==> src/rtl/instr_fetch_sequencer_pkg.sv <==
// Shared types and constants for the instruction fetch sequencer.
package instr_fetch_sequencer_pkg;

  // Fetch sequencer states
  typedef enum logic [1:0] {
    IDLE  = 2'd0,
    ISSUE = 2'd1,
    DRAIN = 2'd2,
    VALID = 2'd3
  } fetch_state_e;

  // One instruction is four bytes from a byte-wide memory
  localparam int BYTES_PER_INSTR = 4;

  // PC advance per accepted instruction
  localparam int PC_INCR = 4;

  // Clears the two low address bits to force word alignment (sliced to ADDR_W by users)
  localparam logic [63:0] ALIGN_MASK = 64'hFFFF_FFFF_FFFF_FFFC;

endpackage

==> src/rtl/instr_fetch_sequencer_if.sv <==
// Memory-side and decode-side signals of the fetch sequencer.
// master = the sequencer, slave = memory/decode/branch environment.
interface instr_fetch_sequencer_if #(
  parameter int ADDR_W = 32
);
  logic              run;
  logic              mem_rd_en;
  logic [ADDR_W-1:0] mem_addr;
  logic [7:0]        mem_rdata;
  logic [31:0]       instr;
  logic [ADDR_W-1:0] instr_pc;
  logic              instr_valid;
  logic              instr_ready;
  logic              branch_valid;
  logic [ADDR_W-1:0] branch_target;

  modport master (
    input  run,
    input  mem_rdata,
    input  instr_ready,
    input  branch_valid,
    input  branch_target,
    output mem_rd_en,
    output mem_addr,
    output instr,
    output instr_pc,
    output instr_valid
  );

  modport slave (
    output run,
    output mem_rdata,
    output instr_ready,
    output branch_valid,
    output branch_target,
    input  mem_rd_en,
    input  mem_addr,
    input  instr,
    input  instr_pc,
    input  instr_valid
  );
endinterface

==> src/rtl/instr_byte_assembler.sv <==
// Big-endian byte assembler: collects the first three bytes of an instruction
// and presents them, joined with the byte currently on the bus, as a 32-bit word.
module instr_byte_assembler
  import instr_fetch_sequencer_pkg::*;
(
  input  logic        clk,
  input  logic        nreset,
  input  logic        i_clear,
  input  logic        i_load,
  input  logic [7:0]  i_byte,
  output logic [31:0] o_word,
  output logic [2:0]  o_count
);

  // The last byte never needs storage: it goes straight into the instruction register
  localparam int HELD_BYTES = BYTES_PER_INSTR - 1;

  logic [8*HELD_BYTES-1:0] r_bytes;
  logic [2:0]              r_count;

  // Shift in one byte per qualified load; clear has priority and drops partial words
  always_ff @(posedge clk or negedge nreset) begin
    if (!nreset) begin
      r_bytes <= '0;
      r_count <= '0;
    end else if (i_clear) begin
      r_bytes <= '0;
      r_count <= '0;
    end else if (i_load) begin
      r_bytes <= {r_bytes[8*HELD_BYTES-9:0], i_byte};
      r_count <= r_count + 3'd1;
    end
  end

  assign o_word  = {r_bytes, i_byte};
  assign o_count = r_count;

endmodule

==> src/rtl/instr_fetch_sequencer.sv <==
// Instruction fetch sequencer: owns the PC, issues four byte reads per
// instruction, assembles them big-endian and hands the word to decode.
module instr_fetch_sequencer
  import instr_fetch_sequencer_pkg::*;
#(
  parameter int                ADDR_W   = 32,
  parameter logic [ADDR_W-1:0] RESET_PC = '0
) (
  input  logic                     clk,
  input  logic                     nreset,
  instr_fetch_sequencer_if.master  bus
);

  fetch_state_e      r_state;
  fetch_state_e      w_state_next;
  logic [ADDR_W-1:0] r_pc;
  logic [ADDR_W-1:0] w_pc_next;
  logic [1:0]        r_issue_cnt;
  logic [1:0]        w_issue_cnt_next;
  logic              w_load_instr;

  logic              r_mem_rd_en;
  logic [ADDR_W-1:0] r_mem_addr;
  logic              r_pend;
  logic [31:0]       r_instr;
  logic [ADDR_W-1:0] r_instr_pc;
  logic              r_instr_valid;

  logic              w_handshake;
  logic              w_branch;
  logic [ADDR_W-1:0] w_target;
  logic              w_asm_clear;
  logic [31:0]       w_asm_word;
  logic [2:0]        w_byte_cnt;
  logic              w_last_byte;

  assign w_handshake = r_instr_valid && bus.instr_ready;
  assign w_branch    = bus.branch_valid;
  assign w_target    = bus.branch_target & ALIGN_MASK[ADDR_W-1:0];
  assign w_last_byte = r_pend && (w_byte_cnt == 3'(BYTES_PER_INSTR - 1));
  assign w_asm_clear = w_branch || w_load_instr;

  instr_byte_assembler u_asm (
    .clk     (clk),
    .nreset  (nreset),
    .i_clear (w_asm_clear),
    .i_load  (r_pend),
    .i_byte  (bus.mem_rdata),
    .o_word  (w_asm_word),
    .o_count (w_byte_cnt)
  );

  // State, PC and issue counter registers
  always_ff @(posedge clk or negedge nreset) begin
    if (!nreset) begin
      r_state     <= IDLE;
      r_pc        <= RESET_PC;
      r_issue_cnt <= '0;
    end else begin
      r_state     <= w_state_next;
      r_pc        <= w_pc_next;
      r_issue_cnt <= w_issue_cnt_next;
    end
  end

  // Next-state logic; a branch overrides every other transition
  always_comb begin
    w_state_next     = r_state;
    w_pc_next        = r_pc;
    w_issue_cnt_next = r_issue_cnt;
    w_load_instr     = 1'b0;
    case (r_state)
      IDLE: begin
        if (bus.run) begin
          w_state_next     = ISSUE;
          w_issue_cnt_next = '0;
        end
      end
      ISSUE: begin
        if (r_issue_cnt == 2'(BYTES_PER_INSTR - 1)) begin
          w_state_next     = DRAIN;
          w_issue_cnt_next = '0;
        end else begin
          w_issue_cnt_next = r_issue_cnt + 2'd1;
        end
      end
      DRAIN: begin
        if (w_last_byte) begin
          w_state_next = VALID;
          w_load_instr = 1'b1;
        end
      end
      VALID: begin
        if (w_handshake) begin
          w_pc_next        = r_pc + ADDR_W'(PC_INCR);
          w_state_next     = bus.run ? ISSUE : IDLE;
          w_issue_cnt_next = '0;
        end
      end
      default: begin
        w_state_next = IDLE;
      end
    endcase
    if (w_branch) begin
      w_pc_next        = w_target;
      w_state_next     = bus.run ? ISSUE : IDLE;
      w_issue_cnt_next = '0;
      w_load_instr     = 1'b0;
    end
  end

  // Registered outputs: read strobe/address lead the state so they line up with ISSUE cycles
  always_ff @(posedge clk or negedge nreset) begin
    if (!nreset) begin
      r_mem_rd_en   <= 1'b0;
      r_mem_addr    <= '0;
      r_pend        <= 1'b0;
      r_instr       <= '0;
      r_instr_pc    <= '0;
      r_instr_valid <= 1'b0;
    end else begin
      r_mem_rd_en <= (w_state_next == ISSUE);
      // PC is word aligned, so OR-ing the byte index never carries
      if (w_state_next == ISSUE) begin
        r_mem_addr <= w_pc_next | ADDR_W'(w_issue_cnt_next);
      end
      r_pend <= w_branch ? 1'b0 : r_mem_rd_en;
      if (w_load_instr) begin
        r_instr    <= w_asm_word;
        r_instr_pc <= r_pc;
      end
      if (w_branch || w_handshake) begin
        r_instr_valid <= 1'b0;
      end else if (w_load_instr) begin
        r_instr_valid <= 1'b1;
      end
    end
  end

  assign bus.mem_rd_en   = r_mem_rd_en;
  assign bus.mem_addr    = r_mem_addr;
  assign bus.instr       = r_instr;
  assign bus.instr_pc    = r_instr_pc;
  assign bus.instr_valid = r_instr_valid;

endmodule

==> src/flat_wrapper.sv <==
// flat-port wrapper written by rule: the top's interface ports become plain ports
module instr_fetch_sequencer_flat import instr_fetch_sequencer_pkg::*;
#(
  parameter int                ADDR_W   = 32,
  parameter logic [ADDR_W-1:0] RESET_PC = '0
)
  (clk, nreset, bus_run, bus_mem_rdata, bus_instr_ready, bus_branch_valid, bus_branch_target, bus_mem_rd_en, bus_mem_addr, bus_instr, bus_instr_pc, bus_instr_valid);
  instr_fetch_sequencer_if #(.ADDR_W(ADDR_W)) bus_i ();
  input  logic clk;
  input  logic nreset;
  input wire logic [$bits(bus_i.run)-1:0] bus_run;
  input wire logic [$bits(bus_i.mem_rdata)-1:0] bus_mem_rdata;
  input wire logic [$bits(bus_i.instr_ready)-1:0] bus_instr_ready;
  input wire logic [$bits(bus_i.branch_valid)-1:0] bus_branch_valid;
  input wire logic [$bits(bus_i.branch_target)-1:0] bus_branch_target;
  output wire logic [$bits(bus_i.mem_rd_en)-1:0] bus_mem_rd_en;
  output wire logic [$bits(bus_i.mem_addr)-1:0] bus_mem_addr;
  output wire logic [$bits(bus_i.instr)-1:0] bus_instr;
  output wire logic [$bits(bus_i.instr_pc)-1:0] bus_instr_pc;
  output wire logic [$bits(bus_i.instr_valid)-1:0] bus_instr_valid;
  assign bus_i.run = bus_run;
  assign bus_i.mem_rdata = bus_mem_rdata;
  assign bus_i.instr_ready = bus_instr_ready;
  assign bus_i.branch_valid = bus_branch_valid;
  assign bus_i.branch_target = bus_branch_target;
  assign bus_mem_rd_en = bus_i.mem_rd_en;
  assign bus_mem_addr = bus_i.mem_addr;
  assign bus_instr = bus_i.instr;
  assign bus_instr_pc = bus_i.instr_pc;
  assign bus_instr_valid = bus_i.instr_valid;
  instr_fetch_sequencer #(.ADDR_W(ADDR_W), .RESET_PC(RESET_PC)) u_core (.clk(clk), .nreset(nreset), .bus(bus_i));
endmodule
==> config.mk <==
export PLATFORM = sky130hd
export DESIGN_NAME = instr_fetch_sequencer_flat
export DESIGN_NICKNAME = d
export VERILOG_FILES = /design/src/rtl/instr_fetch_sequencer_pkg.sv /design/src/rtl/instr_fetch_sequencer_if.sv /design/src/rtl/instr_byte_assembler.sv /design/src/rtl/instr_fetch_sequencer.sv /design/src/flat_wrapper.sv
export SDC_FILE = /design/constraint.sdc
export NUM_CORES = 1
export LEC_CHECK = 0
export ABC_AREA = 1
export CORE_ASPECT_RATIO = 1.5
export CORE_MARGIN = 3
export CORE_UTILIZATION = 47
export CTS_CLUSTER_SIZE = 40
export DETAILED_ROUTE_END_ITERATION = 10
export PLACE_DENSITY = 0.76
export SLEW_MARGIN = 20
export SYNTH_ARGS = -nofsm -noshare
export SYNTH_HDL_FRONTEND = slang
export SYNTH_HIERARCHICAL = 1
export SYNTH_SLANG_ARGS = --single-unit
==> constraint.sdc <==
create_clock -name clk -period 1.6 [get_ports clk]
set_input_delay 0.32 -clock clk [delete_from_list [all_inputs] [get_ports clk]]
set_output_delay 0.32 -clock clk [all_outputs]
set_load 0.005 [all_outputs]
Word level (Yosys, flattened, before mapping)
Cells that the tools add are included.

storage, ports and cells
  logic and storage cells = 53
  register bits after elaboration = 162
  input port bits = 45
  output and inout bits = 98

operators by class
  $add $sub $neg = 3
  multiplexer cells = 25
  reduce and logical (&&, ||, !) cells = 7
  bitwise gates (word level) = 1
  eq/ne operators = 6

operator list
  kind                                                             count
  32-bit two-way mux                                               3
  24-bit two-way mux                                               2
  32-bit by 3-bit adder with 32-bit output, second input constant  1
  32-bit by 2-bit bitwise OR with 32-bit output                    1
  2-bit two-way mux                                                9
  2-bit one-hot mux with 4 select lines                            1
  1-bit two-way mux                                                7
  2-bit == test, second input constant                             3
  3-bit two-way mux                                                2
  2-bit one-hot mux with 3 select lines                            1
  2-bit by 1-bit == test with 1-bit output, second input constant  2
  2-bit nonzero test                                               2
  3-bit by 1-bit adder with 3-bit output, second input constant    1
  3-bit by 2-bit == test with 1-bit output, second input constant  1
  2-bit by 1-bit adder with 2-bit output, second input constant    1
  1-bit logical AND                                                2
  2-bit logical NOT                                                1
  1-bit logical OR                                                 2

Logic depth before layout (Yosys ltp)
Gate-level depths: netlist (run 1).

  depth after elaboration = 7
  mapped depth = 12
  depth with buffers taken out = 11

Cells and area by module
Netlist (run 1), hierarchy kept.

by module, submodules not included
  module                 instances  cells each  area an instance (um^2)  seq. area each (um^2)
  instr_fetch_sequencer  1          685         6189.7                   3378.2
  instr_byte_assembler   1          127         1207.4                   675.6

Worst setup path after synthesis (run 1)
OpenSTA, ideal clock, no wires.

  kind = flip-flop to flip-flop
  start = reg u_core.r_pend
  end = reg u_core.r_mem_addr[24] (netlist: u_core/bus.mem_addr[24])
  slack = 0.092 ns
  required time = 1.482 ns
  setup time = 0.118 ns
  arrival time = 1.391 ns
  buffers on the path = 1
  stages on the path, launching flop included = 11
  clock period less this slack = 1.508 ns
  cell sequence = dfrtp_1 -> inv_1 -> nor3_2 -> nand3_1 -> nand3_1 -> nand2_2 -> nor2_8 -> inv_4 -> buf_6 -> nand2_1 -> nand2_1

between the ends
  word-level cells in the longest chain between the ends = 5

RTL lines
  item                                      line                          source
  start: declaration                        instr_fetch_sequencer.sv:24   logic r_pend;
  start signal: assignment                  instr_fetch_sequencer.sv:127  r_pend <= w_branch ? 1'b0 : r_mem_rd_en;
  1-bit logical AND                         instr_fetch_sequencer.sv:40   assign w_last_byte = r_pend && (w_byte_cnt == 3'(BYTES_PER_INSTR - 1));
  2-bit two-way mux                         instr_fetch_sequencer.sv:88   if (w_last_byte) begin
  2-bit one-hot mux with 4 select lines     instr_fetch_sequencer.sv:72   case (r_state)
  2-bit two-way mux                         instr_fetch_sequencer.sv:104  if (w_branch) begin
  2-bit by 1-bit == test with 1-bit output  instr_fetch_sequencer.sv:124  if (w_state_next == ISSUE) begin
  end signal: assignment                    instr_fetch_sequencer.sv:125  r_mem_addr <= w_pc_next | ADDR_W'(w_issue_cnt_next);
  end: declaration                          instr_fetch_sequencer.sv:23   logic [ADDR_W-1:0] r_mem_addr;

No other way between the ends.
A chain may end at the register's enable or synchronous reset.

Worst setup path after layout (run 1)
  start = reg u_core.r_issue_cnt[0]
  end = reg u_core.r_mem_addr[17] (netlist: u_core/bus.mem_addr[17])

between the ends
  word-level cells in the longest chain between the ends = 5

RTL lines
  item                                      line                          source
  start: declaration                        instr_fetch_sequencer.sv:18   logic [1:0] r_issue_cnt;
  start signal: assignment                  instr_fetch_sequencer.sv:62   r_issue_cnt <= w_issue_cnt_next;
  2-bit == test                             instr_fetch_sequencer.sv:80   if (r_issue_cnt == 2'(BYTES_PER_INSTR - 1)) begin
  2-bit two-way mux                         instr_fetch_sequencer.sv:80
  2-bit one-hot mux with 4 select lines     instr_fetch_sequencer.sv:72
  2-bit two-way mux                         instr_fetch_sequencer.sv:104
  2-bit by 1-bit == test with 1-bit output  instr_fetch_sequencer.sv:124

No other way between the ends.

==> results of run 1 <==
## power by group through the flow
stage / combinational, mW / sequential [mW] / clock (mW)
6_report: 1.49 / 4.53 / 4.13
5_1_grt: 1.62 / 4.55 / 4.39
4_1_cts: 1.36 / 4.51 / 4.18
3_5_place_dp: 1.22 / 4.58 / 0
3_3_place_gp: 1.19 / 4.59 / 0
2_1_floorplan: 0.558 / 4.56 / 0
## per-layer routing
metal	part of all wire [%]	wire length, um	global-route usage [%]
met4	3.3	686	10.28
met2	53	11020	40.57
met5	0	0	0
met1	38	7914	27.79
met3	5.2	1068	4.488
## how the worst max path moves through the flow
stage | from | endpoint | slack [ns] | depth (start not counted)
floorplan | u_core/r_pend | u_core/bus.mem_addr[24] | 0.09 | 10
global placement | bus_instr_ready | u_core/bus.mem_addr[5] | -0.34 | 9
detailed placement | bus_instr_ready | u_core/bus.mem_addr[25] | -0.38 | 11
CTS | u_core/r_issue_cnt[1] | u_core/bus.mem_addr[2] | -0.12 | 12
global route | u_core/r_pc[12] | u_core/bus.mem_addr[15] | -0.19 | 9
finish | u_core/r_issue_cnt[0] | u_core/bus.mem_addr[17] | -0.09 | 12
## layout by cell type (no fill, tap or decap), types with 6 or more instances in the layout
cell type,n
nand2_1,225
dfrtp_1,160
dlygate4sd2_1,82
buf_4,55
nand3_1,54
nand2_2,45
inv_1,45
clkdlybuf4s50_1,42
mux2_2,39
nor2_1,35
o21ai_1,24
nand2_4,21
clkbuf_16,19
dlymetal6s2s_1,15
o21ai_0,15
nand3_2,14
buf_12,13
nand4_1,13
or2_2,9
nor2_4,9
buf_6,8
nor2_2,6
o21ai_2,6
## per-stage QoR
step                util, %  std cells  worst slack [ns]  hold WS [ns]  TNS (ns)
floorplan                 -        812           0.09160       0.02441         0
global placement      60.92       1167           -0.3425        0.2210    -26.73
detailed placement    60.92       1167           -0.3784        0.2288    -30.79
CTS                   66.72       1217           -0.1167        0.3410    -3.195
global route          70.03       1228           -0.1906        0.3736    -7.390
finish                70.03       1228          -0.09116        0.3452    -1.467
## synthesized netlist by cell type (all sizes together)
library cell    n  area (um2)
o21bai          1       7.510
ha              3       37.54
o21ai          46       234.0
or2             9       56.30
clkbuf         10       37.54
nor3b           1       7.510
inv            53       201.5
mux2           39       439.2
a21oi           7       38.79
xor2            6       52.55
nand2         291        1112
dfrtp         162        4054
clkinv          1       3.750
buf            30       259.0
nor3            5       46.30
a31oi           4       25.02
nor2           51       245.2
nand3          69       370.4
nand4          14       93.84
nand3b          2       15.01
a21boi          8       60.06
## logic make-up after synthesis
family	after synthesis	share of synthesized area (%)
muxes	39	5.937
adders and majority gates	3	0.5075
xor gates and xnor gates	6	0.7104
buffers and inverters	94	6.783
AOI/OAI and AO/OA	66	4.939
and+or+nand+nor	442	26.32
DFF	162	54.80
## sequential cells by signal (all words and copies together) (netlist names)
register and count:
u_core/bus.instr_pc 32, u_core/r_pend 1, u_core/u_asm/r_bytes 24, u_core/u_asm/o_count 3, u_core/bus.instr_valid 1, u_core/r_issue_cnt 2
u_core/bus.mem_rd_en 1, u_core/bus.instr 32, u_core/r_pc 32, u_core/r_state 2, u_core/bus.mem_addr 32
## final cells by class
cell class / instances / area [um2] / share of cell area [%]
Sequential cell: 162 / 4056 / 37.91
Multi-Input combinational cell: 556 / 3268 / 30.55
Timing Repair Buffer: 223 / 2262 / 21.14
Clock buffer: 17 / 425.4 / 3.976
Tap cell: 199 / 249.0 / 2.327
Inverter: 54 / 225.2 / 2.105
Clock inverter: 14 / 168.9 / 1.579
Timing Repair inverter: 3 / 43.79 / 0.4093
## repair_timing
item,in CTS,in global routing
setup buffers,12,8
resized for setup,139,134
gates cloned,6,4
endpoints found under the setup margin,121,107
hold endpoints to repair,27,0
pin swaps,32,14
hold buffers,1,0
==> results.md, run 1 <==
* Mapped cell area at between 7000 and 8000 um2
* CTS tree: yes
* Post-DP HPWL at around 13 mm
* Pre-Repair DR Iteration Count at 5
* Critical path's top delay family: simple AND/OR/NAND/NOR gates
* Max incr delay on CP at 0.38 ns
* Chip height at between 150 and 200 um
* Final wirelength at ~21 mm
* Violated checks: negative setup slack
* Total CTS buffers at 17
* Syn Inst Count at 812
* Cell chain of the critical path: ha_2 -> inv_2 -> nand2_4 -> o21ai_4 -> a21oi_2 -> nand3_2 -> nand2_4 -> nor2_8 -> buf_12 -> clkinv_8 -> nand2_1 -> nand2_1
* Fin crit period at between 1.5 and 2 ns
* DR WL/cell at 16.85 um
* PnR worst setup slack at -0.09116 ns
* Final Hold Violating Endpoints at 0
* Unrepaired setup endpoints after global routing: yes
* Final setup vio count at 33
* Crit path DAT at roughly 2 ns
* Largest net degree at the start of global routing at 52
* CP max-delay cell: dfrtp_1
* Worst min-delay path class: in -> async
* Worst r2r src: u_core/r_issue_cnt[0]
* Pleak at about 6 nW
* # rows at 55
* Fmax at 0.5913 GHz
* Register-to-register setup slack at -0.09 ns
* CP Max Fanout at 8
* Peak supply drop at roughly 0.0006 V
* Flop pwr share at between 40% and 50%
* Via count at 6485
* Mapped Avg Cell Area at around 9.1 um2
* Sw frac at 27.64%
* Worst-Skew Late Latency at ~0.42 ns
* Share of total power in the clock network at 40.7%
* Period utilization at 105.7%
* Max cap viols at 0
* Post-DP Area at 9306 um2
* Die area at roughly 17000 um2
* I/O pin count at roughly 140
* Critical path capture point type: register
* Outcome: finished, violations left
* Critical Path Start Type: register
* Final Cell Area at between 10000 and 15000 um2
* Vias in the first global route at between 6k and 7k
* Cells on worst reg2reg path at 12
* Fillers at between 1k and 1.5k
* Detailed-route DRC error count at 0
* Global-route usage over all layers at roughly a quarter
* Syn_nets at 860
* Count of cell types in the netlist at 39
* Relative max-transition margin at 73.13%
* H-tree levels at 4
* Initial Utilization at between 40% and 50%
* Routed Antenna Nets at 0
* Cell internal pwr at roughly 7.3 mW
* Drt via density at approximately 5.3
* Global-route wire length before repair at 31.64 mm
* Core area at between 15000 and 20000 um2
* Synth warn at 6
* Layout cells sized above 1 at 28.28%
* Combinational power share at between 10% and 20%
* Clock root buffer: clkbuf_16
* Critical path buffers and inverters at 3
* Final #Nets at 1065
* Slew at the pin closest to its max-slew limit at around 0.40 ns
* Switching pwr at between 2 and 3 mW
* Power density cells at approximately 950 nW/um2
* Register area share after synthesis at 54.80%
* Worst Skew at ~0.012 ns
* CP Data Required Time at approximately 1.9 ns
* Area delta synth->final at 44.64%
* #FFs+latches synth at approximately 160
* Die Wd at 108.4 um
* Max-slew violation count at 0
* Worst R2R End: u_core/bus.mem_addr[17]
* Clock Tree Buf Depth at 2
* Clock Pin Slew Worst Setup and Hold Paths at about 0.070 ns
* # port buffers at between 100 and 150
* Final RePlAce weighted congestion at 0.9556
* Crit Path Category: reg -> reg
* Initial antenna violation count at 0
* ANT cells at 0
* Clk sinks at 162
* Congestion Overflow GR at 0
* 1st-iter DRT viols at between 300 and 400
* Total Power at between 10 and 15 mW
Power figures use the tool's default switching activity.
==> run 2: changes to the inputs <==
Settings changed: CAP_MARGIN set to 15.
==> results of run 2 <==
Same layout as run 1: the final DEF is identical, and so are final timing and power.
==> run 3: changes to the inputs <==
Settings changed: PLACE_DENSITY 0.76 to 0.8.
==> results.md, run 3 (synthesis gave the netlist of run 1 again) <==
* Vias in the first global route at between 6k and 7k
* Combinational power share at about 14%
* Commonest non-fill, non-tap cell in the layout: nand2_1
* CP Depth at 7
* I/O pin count at roughly 140
* Routed Antenna Nets at 0
* Die area at about 17000 um2
* Max-slew violation count at 0
* Critical Path Start Type: register
* Slew at the pin closest to its max-slew limit at 0.3872 ns
* Max incr delay on CP at between 0.4 and 0.5 ns
* Global-route usage over all layers at between 20% and 30%
* Most used cell, CP: nand2_1
* Clock root buffer: clkbuf_16
* Fin crit period at about 1.8 ns
* Peak supply drop at between 0.0005 and 0.0006 V
* Final #Nets at about 1.1k
* Cell internal pwr at 7.608 mW
* Layout cells sized above 1 at around 28%
* Initial Utilization at 48.42%
* Detailed-route DRC error count at 0
* Worst-Skew Late Latency at approximately 0.42 ns
* Power density cells at roughly 960 nW/um2
* Period utilization at 112.1%
* 1st-iter DRT viols at roughly 470
* Crit path DAT at 2.11 ns
* PnR worst setup slack at -0.1932 ns
* Cell chain of the critical path: nand2_1 -> nor2_1 -> nand3_4 -> o21ai_0 -> a31oi_2 -> nand2_1 -> nand2_1
* Fmax at 0.5577 GHz
* Max cap viols at 0
* Worst r2r src: u_core/r_pc[12]
* Violated checks: negative setup slack
* DR WL/cell at around 17 um
* Outcome: finished, violations left
* Clock Pin Slew Worst Setup and Hold Paths at roughly 0.070 ns
* # rows at between 50 and 60
* Register area at about 4100 um2
* Switching pwr at between 2 and 3 mW
* Clock Tree Buf Depth at 2
* Number of placed instances, taps included at about 1.2k
* Cells on worst reg2reg path at 7
* Pleak at around 6 nW
* ANT cells at 0
* Die Wd at around 110 um
* Worst Setup EP: u_core/bus.mem_addr[14]
* CP Max Fanout at 3
* Total CTS buffers at 17
* Critical path capture point type: register
* Most frequent cells in the layout: nand2_1 (236), dfrtp_1 (160), dlygate4sd2_1 (77)
* Setup tns final at -2.387 ns
* Fillers at 1079
* Post-DP HPWL at 13.58 mm
* Critical path's top delay family: simple AND/OR/NAND/NOR gates
* Area delta synth->final at 44.96%
* Via count at ~6.6k
* Largest net degree at the start of global routing at 57
* Final non-filler cell total at approximately 1.2k
* # port buffers at 140
* Initial antenna violation count at 0
* Congestion Overflow GR at 0
* Relative max-transition margin at between 70% and 80%
* Crit Path Category: reg -> reg
* Final Hold Violating Endpoints at 0
* Worst min-delay path class: in -> async
* CP startpoint: u_core/r_pc[12]
* Share of total power in the clock network at between 40% and 50%
* Dpl ws at -0.3917 ns
* Multi-input combinational cell area at 3218 um2
* Chip height at between 150 and 200 um
* Flop pwr share at between 40% and 50%
* CP Data Required Time at around 1.9 ns
* Final wirelength at around 21 mm
* Unrepaired setup endpoints after global routing: yes
* Pre-Repair DR Iteration Count at 5
* CTS tree: yes
* Clk sinks at 162
* Critical path buffers and inverters at 0
* H-tree levels at 4
* Final setup vio count at 64
* Drt via density at approximately 5.3
* Worst Skew at a little under 0.01 ns
* Worst R2R End: u_core/bus.mem_addr[14]
* Register-to-register setup slack at -0.19 ns
* Core area at roughly 15000 um2
* Sw frac at between 20 and 30%
* CP max-delay cell: dfrtp_1
* Final RePlAce weighted congestion at 0.9271
* Global-route wire length before repair at around 32 mm
## run 3: metrics by stage
stage	utilization (%)	hold slack (ns)	total power [mW]	cell area, um2
after global routing	70.19	0.3343	10.66	10720
after CTS	66.81	0.3112	10.15	10210
final	70.19	0.3102	10.25	10720
after global placement	61.06	0.1879	5.799	9329
after floorplan	-	0.02441	5.115	7397
after detailed placement	61.06	0.1872	5.822	9329
## run 3: cell type report
cell class	count	share of cell area, %
Tap cell	199	2.322
Clock inverter	10	1.412
Inverter	54	2.054
Timing Repair Buffer	234	21.88
Sequential cell	162	37.83
Timing Repair inverter	1	0.07001
Multi-Input combinational cell	556	30.01
Clock buffer	22	4.422
## run 3: routing by layer
metal,vias to the layer above,wire [um],track usage [%]
met5,-,0,0
met1,3114,7602,26.26
met4,0,1159,13.27
met3,98,1197,5.297
met2,305,10630,39.70
li1,3046,-,-
## run 3: worst reg2reg max path, delay by kind of cell (launching register included)
| family | cells | cell delay, ns |
|---|---|---|
| AO/OA/AOI/OAI | 2 | 0.49 |
| flip-flops | 1 | 0.43 |
| AND/OR/NAND/NOR | 5 | 0.78 |
## run 3: power groups by stage
| stage | clock network [mW] | logic [mW] | registers, mW |
|---|---|---|---|
| floorplan | 0 | 0.558 | 4.56 |
| global placement | 0 | 1.21 | 4.59 |
| detailed placement | 0 | 1.24 | 4.58 |
| CTS | 4.31 | 1.34 | 4.51 |
| global route | 4.52 | 1.58 | 4.55 |
| finish | 4.27 | 1.45 | 4.53 |
## run 3: repair_timing
item | in CTS | in global routing
hold buffers | 1 | 0
setup buffers | 21 | 9
endpoints found under the setup margin | 139 | 110
gates cloned | 4 | 2
gates resized for setup | 111 | 149
endpoints found under the hold margin | 18 | 0
pin swaps | 5 | 16
## run 3: how the worst min path moves through the flow
| stage | from | endpoint | slack, ns |
|---|---|---|---|
| after floorplan | nreset | u_core/bus.instr[0] | 0.02 |
| after global placement | nreset | u_core/bus.instr_pc[10] | 0.19 |
| after global routing | nreset | u_core/bus.mem_addr[6] | 0.33 |
| after CTS | nreset | u_core/bus.instr_pc[10] | 0.31 |
| after detailed placement | nreset | u_core/bus.instr_pc[10] | 0.19 |
| final | nreset | u_core/bus.instr_pc[10] | 0.31 |
